`config.mk`:
```
export PLATFORM = sky130hd
export DESIGN_NAME = mac_sched_flat
export DESIGN_NICKNAME = d
export VERILOG_FILES = /design/src/rtl/mac_sched_if.sv /design/src/rtl/mac_sched.sv /design/src/flat_wrapper.sv
export SDC_FILE = /design/constraint.sdc
export NUM_CORES = 1
export LEC_CHECK = 0
export ABC_AREA = 1
export CAP_MARGIN = 30
export CORE_ASPECT_RATIO = 1.5
export CORE_MARGIN = 3
export CORE_UTILIZATION = 55
export CTS_BUF_LIST = sky130_fd_sc_hd__clkbuf_8
export DETAILED_ROUTE_END_ITERATION = 8
export PLACE_DENSITY = 0.81
export SYNTH_ARGS = -nofsm -noshare
export SYNTH_HDL_FRONTEND = slang
export SYNTH_SLANG_ARGS = --single-unit
```
`constraint.sdc`:
```
create_clock -name clk -period 2 [get_ports clk]
set_clock_uncertainty 0.05 [all_clocks]
set_input_delay 0.3 -clock clk [delete_from_list [all_inputs] [get_ports clk]]
set_output_delay 0.3 -clock clk [all_outputs]
set_load 0.02 [all_outputs]
```
`src/rtl/mac_sched_if.sv`:
```
// Handshake/bus bundle between the MAC job sequencer and its surroundings
// (host, MAC array, writeback stage and result-RAM arbiter).
interface mac_sched_if;
  logic       start;
  logic       abort;
  logic       busy;
  logic       done;
  logic       mac_clr;
  logic       mac_en;
  logic [7:0] in_addr;
  logic [3:0] col_idx;
  logic       web;
  logic       ram_sel;
  logic       host_req;
  logic       host_gnt;

  // Sequencer side: drives the MAC/writeback controls and the RAM grant.
  modport master (
    input  start, abort, host_req,
    output busy, done, mac_clr, mac_en, in_addr, col_idx, web, ram_sel, host_gnt
  );

  // Environment side: issues jobs and host requests, observes the controls.
  modport slave (
    output start, abort, host_req,
    input  busy, done, mac_clr, mac_en, in_addr, col_idx, web, ram_sel, host_gnt
  );
endinterface

```
`src/rtl/mac_sched.sv`:
```
// Job sequencer for the 4-lane MAC array and its writeback stage.
// Each job runs N_COLS columns of CLR -> ACC x ACC_LEN -> DRAIN -> WB x 4,
// then pulses done. The result RAM is shared between the writeback stage,
// which always wins, and a registered host read grant.
module mac_sched #(
  parameter int ACC_LEN = 8,   // accumulate cycles per column (1..255)
  parameter int N_COLS  = 4    // columns per job (1..16)
) (
  input  logic        clk,
  input  logic        rst,     // synchronous, active-low
  mac_sched_if.master bus
);

  typedef enum logic [2:0] {
    S_IDLE,
    S_CLR,
    S_ACC,
    S_DRAIN,
    S_WB,
    S_DONE
  } state_t;

  localparam logic [7:0] ACC_LAST = 8'(ACC_LEN - 1);
  localparam logic [3:0] COL_LAST = 4'(N_COLS - 1);
  localparam logic [7:0] WB_LAST  = 8'd3;

  state_t     state, next_state;
  logic [7:0] cnt, cnt_nxt;        // ACC step k, or WB beat 0..3
  logic [3:0] col, col_nxt;
  logic [7:0] addr, addr_nxt;
  logic       abort_pend, pend_nxt; // abort seen during a burst, acted on after it
  logic       gnt;

  // State and datapath registers with synchronous reset.
  always_ff @(posedge clk) begin
    // NOTE: sequential state uses non-blocking assignments so every register
    // samples the pre-edge values, independent of statement order.
    if (!rst) begin
      state      <= S_IDLE;
      cnt        <= '0;
      col        <= '0;
      addr       <= '0;
      abort_pend <= 1'b0;
      gnt        <= 1'b0;
    end else begin
      state      <= next_state;
      cnt        <= cnt_nxt;
      col        <= col_nxt;
      addr       <= addr_nxt;
      abort_pend <= pend_nxt;
      // Grant looks at the state being entered, so it drops one cycle
      // before ram_sel rises and returns the cycle after WB ends.
      gnt        <= bus.host_req && (next_state != S_DRAIN) && (next_state != S_WB);
    end
  end

  // Next-state, counter updates and Moore output decode.
  always_comb begin
    // NOTE: every signal gets a default first, so no path through the case
    // leaves a value unassigned and no latch is inferred.
    next_state = state;
    cnt_nxt    = cnt;
    col_nxt    = col;
    addr_nxt   = addr;
    pend_nxt   = abort_pend;

    unique case (state)
      S_IDLE: begin
        if (bus.start && !bus.abort) next_state = S_CLR;
      end
      S_CLR: begin
        if (bus.abort) begin
          next_state = S_IDLE;
        end else begin
          next_state = S_ACC;
          cnt_nxt    = '0;
          addr_nxt   = 8'(col * ACC_LEN);
        end
      end
      S_ACC: begin
        if (bus.abort) begin
          next_state = S_IDLE;
        end else if (cnt == ACC_LAST) begin
          next_state = S_DRAIN;
        end else begin
          cnt_nxt  = cnt + 8'd1;
          addr_nxt = addr + 8'd1;
        end
      end
      S_DRAIN: begin
        if (bus.abort) begin
          next_state = S_IDLE;
        end else begin
          next_state = S_WB;
          cnt_nxt    = '0;
        end
      end
      S_WB: begin
        // A burst is never torn: abort only takes effect after beat 3.
        if (bus.abort) pend_nxt = 1'b1;
        if (cnt == WB_LAST) begin
          if (abort_pend || bus.abort) begin
            next_state = S_IDLE;
          end else if (col == COL_LAST) begin
            next_state = S_DONE;
          end else begin
            next_state = S_CLR;
            col_nxt    = col + 4'd1;
          end
        end else begin
          cnt_nxt = cnt + 8'd1;
        end
      end
      S_DONE: begin
        next_state = S_IDLE;
      end
      default: begin
        next_state = S_IDLE;
      end
    endcase

    // Every return to IDLE restarts the column count and forgets any abort.
    if (next_state == S_IDLE) begin
      col_nxt  = '0;
      pend_nxt = 1'b0;
    end

    bus.busy     = (state != S_IDLE);
    bus.done     = (state == S_DONE);
    bus.mac_clr  = (state == S_CLR);
    bus.mac_en   = (state == S_ACC);
    bus.web      = (state == S_WB) && (cnt == '0);
    bus.ram_sel  = (state == S_WB);
    bus.in_addr  = addr;
    bus.col_idx  = col;
    bus.host_gnt = gnt;
  end

endmodule

```
`src/flat_wrapper.sv`:
```
// flat-port wrapper written by rule: the top's interface ports become plain ports
module mac_sched_flat 
#(
  parameter int ACC_LEN = 8,                                           
  parameter int N_COLS  = 4                              
)
  (clk, rst, bus_start, bus_abort, bus_host_req, bus_busy, bus_done, bus_mac_clr, bus_mac_en, bus_in_addr, bus_col_idx, bus_web, bus_ram_sel, bus_host_gnt);
  mac_sched_if bus_i ();
  input  logic clk;
  input  logic rst;
  input wire logic [$bits(bus_i.start)-1:0] bus_start;
  input wire logic [$bits(bus_i.abort)-1:0] bus_abort;
  input wire logic [$bits(bus_i.host_req)-1:0] bus_host_req;
  output wire logic [$bits(bus_i.busy)-1:0] bus_busy;
  output wire logic [$bits(bus_i.done)-1:0] bus_done;
  output wire logic [$bits(bus_i.mac_clr)-1:0] bus_mac_clr;
  output wire logic [$bits(bus_i.mac_en)-1:0] bus_mac_en;
  output wire logic [$bits(bus_i.in_addr)-1:0] bus_in_addr;
  output wire logic [$bits(bus_i.col_idx)-1:0] bus_col_idx;
  output wire logic [$bits(bus_i.web)-1:0] bus_web;
  output wire logic [$bits(bus_i.ram_sel)-1:0] bus_ram_sel;
  output wire logic [$bits(bus_i.host_gnt)-1:0] bus_host_gnt;
  assign bus_i.start = bus_start;
  assign bus_i.abort = bus_abort;
  assign bus_i.host_req = bus_host_req;
  assign bus_busy = bus_i.busy;
  assign bus_done = bus_i.done;
  assign bus_mac_clr = bus_i.mac_clr;
  assign bus_mac_en = bus_i.mac_en;
  assign bus_in_addr = bus_i.in_addr;
  assign bus_col_idx = bus_i.col_idx;
  assign bus_web = bus_i.web;
  assign bus_ram_sel = bus_i.ram_sel;
  assign bus_host_gnt = bus_i.host_gnt;
  mac_sched #(.ACC_LEN(ACC_LEN), .N_COLS(N_COLS)) u_core (.clk(clk), .rst(rst), .bus(bus_i));
endmodule
```
==> results.md <==
* EDFF count, synth at 0
* Final setup viols at 0
* Core ar. at 2676 um^2
* Root Buffer: clkbuf_8
* Placed cells at 286
* Fin. max-slew vios at 0
* CP endpoint kind: output port
* Fin crit share at 93.79%
* Nets at 263
* Crit path time final at 1.876 ns
* Area after DPL at 1843 um^2
* Num CTS Buffers at 3
* Register area share after synthesis at 32.23%
* Mapped Avg Cell Area at approximately 6.9 um^2
* Most frequent cell after synthesis: nand2_1
* Critical-path cell list: inv_4 > nand2_1 > clkdlybuf4s50_1
* I/O pins at 24
* Initial antenna violation count at 0
* Peak Freq at 533.1 MHz
* Reg clk slew, reported paths at 0.09 ns
* Synth warn at 0
* Largest stage delay, worst path at 0.59 ns
* Largest net degree at the start of global routing at 15
* Post-synth top cells: nand2_1 (44), nor2_1 (32), dfxtp_1 (25)
* Final Core Density at 70.59%
* Outcome: complete, no violations
* Post-route cell area at 1889 um^2
* Syn Nets at between 200 and 250
* Synth Flop Type: dfxtp_1
* I/O Buffers at 23
* Later-pin clock latency in the skew report at 0.27 ns
* Synth top area cells: dfxtp_1 (32%), nand2_1 (11%), nor2_1 (7.7%)
* Total track usage at 22.04%
* Initial cell density of the core at 58.02%
* Initial DRT Pass Iterations at 4
* CTS hold repair buffers at 0
* Setup CP Type: register to output port
* WL final at between 3 and 4 mm
* Chip height at between 70 and 80 um
* Clk sinks at 25
* Slew of the pin with the lowest slew margin at approximately 0.53 ns
* # DRC at 0
* Layout area overhead at 21.68%
* Synth Register Bits at 25
* Via count at approximately 1500
* Final ANT Viol Nets at 0
* Chip width at 49.39 um
* H-tree depth at 1
* Initial DRC Count at 39
* RSZ-0062 raised after global routing: no
* Total Neg Setup Slack at 0 ns
* RD Place Congestion at 0.8163
* Placement Setup Slack at 0.03762 ns
* Std cell rows at 23
* Number of global-route vias before repair at 1462
* LEAKAGE at 0.7849 nW
* Max Fanout on Critical Path at 7
* Vias per cell at 5.283
* CTS tree: done
* Post-route insts no fill at 290
* Buf+Inv Stages, Crit Path at 2
* Slew margin rel. at ~64%
* Total die area at roughly 3500 um^2
* Routed length per instance at 12.60 um
* First-pass GRT wire length at 6.203 mm
* Layout cell share with drive strength beyond 1 at 12.25%
* Post-synth top area cell: dfxtp_1
* Worst Path Required at around 1.7 ns
* Synth unique cells at 36
* VDD IR-drop max at about 0.53 mV
* HP Class: register to register
* Critical Path AT at between 1.5 and 2 ns
* Max Cap Viol at 0
* Crit start category: register
* Final Hold Vio Count at 0
* Slowest-stage cell, CP: clkdlybuf4s50_1
* Worst Setup Slack, final at 0.1242 ns
* DP HPWL at 2.688 mm
* Post-synth ARST share at 0%
* Clock tree buffer depth at 2
* Postcts setup bufs at 0
* P per Cell Area at just under 500 nW/um^2
* Netlist Area Pre-Place at approximately 1600 um^2
* CP top delay family: buffers and inverters
* Mapped Cells at 224
* ANT cells at 0
* Synth top area share at between 30% and 40%
* GRT Residual Overflow at 0
-- timing repair --
item / in CTS / in global routing
gates resized for setup: 4 / 5
endpoints found under the setup margin: 4 / 3
pin swaps: 0 / 0
-- cells by family after synthesis --
group / synth area share (%)
buf+inv: 9.508
compound gates: 13.30
simple gates: 38.36
flops: 32.23
fa+ha+maj: 3.223
xor+xnor: 3.384
-- routing by layer --
layer / vias up / track usage [%] / routed length, um
met4: 0 / 10.77 / 105
met5: - / 0 / 0
met1: 700 / 23.42 / 1508
met2: 35 / 41.79 / 1906
met3: 9 / 2.737 / 134
li1: 788 / - / -
-- final cells by class --
class	instances	area (um^2)
clock inverter	1	3.754
fill	244	787.0
timing repair buffer	29	269.0
clock buffer	3	41.29
multi-input combinational	166	912.1
inverter	29	116.4
sequential	25	500.5
tap	37	46.29
-- through the flow --
stage               power (mW)  hold slack (ns)
floorplan               0.5921           0.4391
global placement        0.6305           0.4557
detailed placement      0.6327           0.4621
CTS                     0.9246           0.4759
global route            0.9530           0.5017
finish                  0.9253           0.4798
-- report_power, final --
group	switching, mW	internal, mW	leakage, nW	total, mW
Clock	0.166	0.138	0.0269	0.304
Combinational	0.0642	0.0416	0.556	0.106
Sequential	0.00960	0.506	0.202	0.516
-- worst reg2reg max path, cell delays in order, from the launching register on --
cell     delay, ns
dfxtp_1       0.41
ha_1          0.27
nand3_1       0.12
nor2_2        0.23
nand2_1       0.16
nand4_4       0.17
nand2_4       0.11
o21ai_0       0.16
nor2_1        0.05
-- worst paths after layout --
path	from	to	slack, ns	cells past startpoint
worst max-delay path	u_core.state[2]	bus_busy	0.12	3
worst min-delay path	u_core.bus.in_addr[7]	u_core.bus.in_addr[7]	0.48	2
worst max register to register	u_core.cnt[0]	u_core.cnt[1]	0.17	8
worst min register to register	u_core.bus.in_addr[7]	u_core.bus.in_addr[7]	0.48	2
-- cell usage in the layout (no fill, tap or decap), types with 2 or more instances in the layout --
cell type / instances
ha_1: 4
nand2_1: 44
nor3b_1: 2
buf_4: 6
nand4_1: 3
clkbuf_8: 3
o21ai_1: 3
nor3_1: 4
dfxtp_1: 25
dlygate4sd2_1: 3
a21oi_1: 15
xnor2_1: 2
a21oi_2: 2
clkdlybuf4s50_1: 18
nor2_2: 2
o21ai_4: 2
a22oi_1: 2
nand2_2: 3
inv_2: 3
inv_1: 25
nand3_1: 23
o21ai_0: 9
nor2_1: 32
xor2_1: 4
-- state kept, by name, indices dropped and copies added, names as in the netlist --
name	cells
u_core.bus.in_addr	8
u_core.cnt	8
u_core.bus.col_idx	4
u_core.state	3
u_core.abort_pend	1
u_core.bus.host_gnt	1
(Power assumes the default switching activity.)
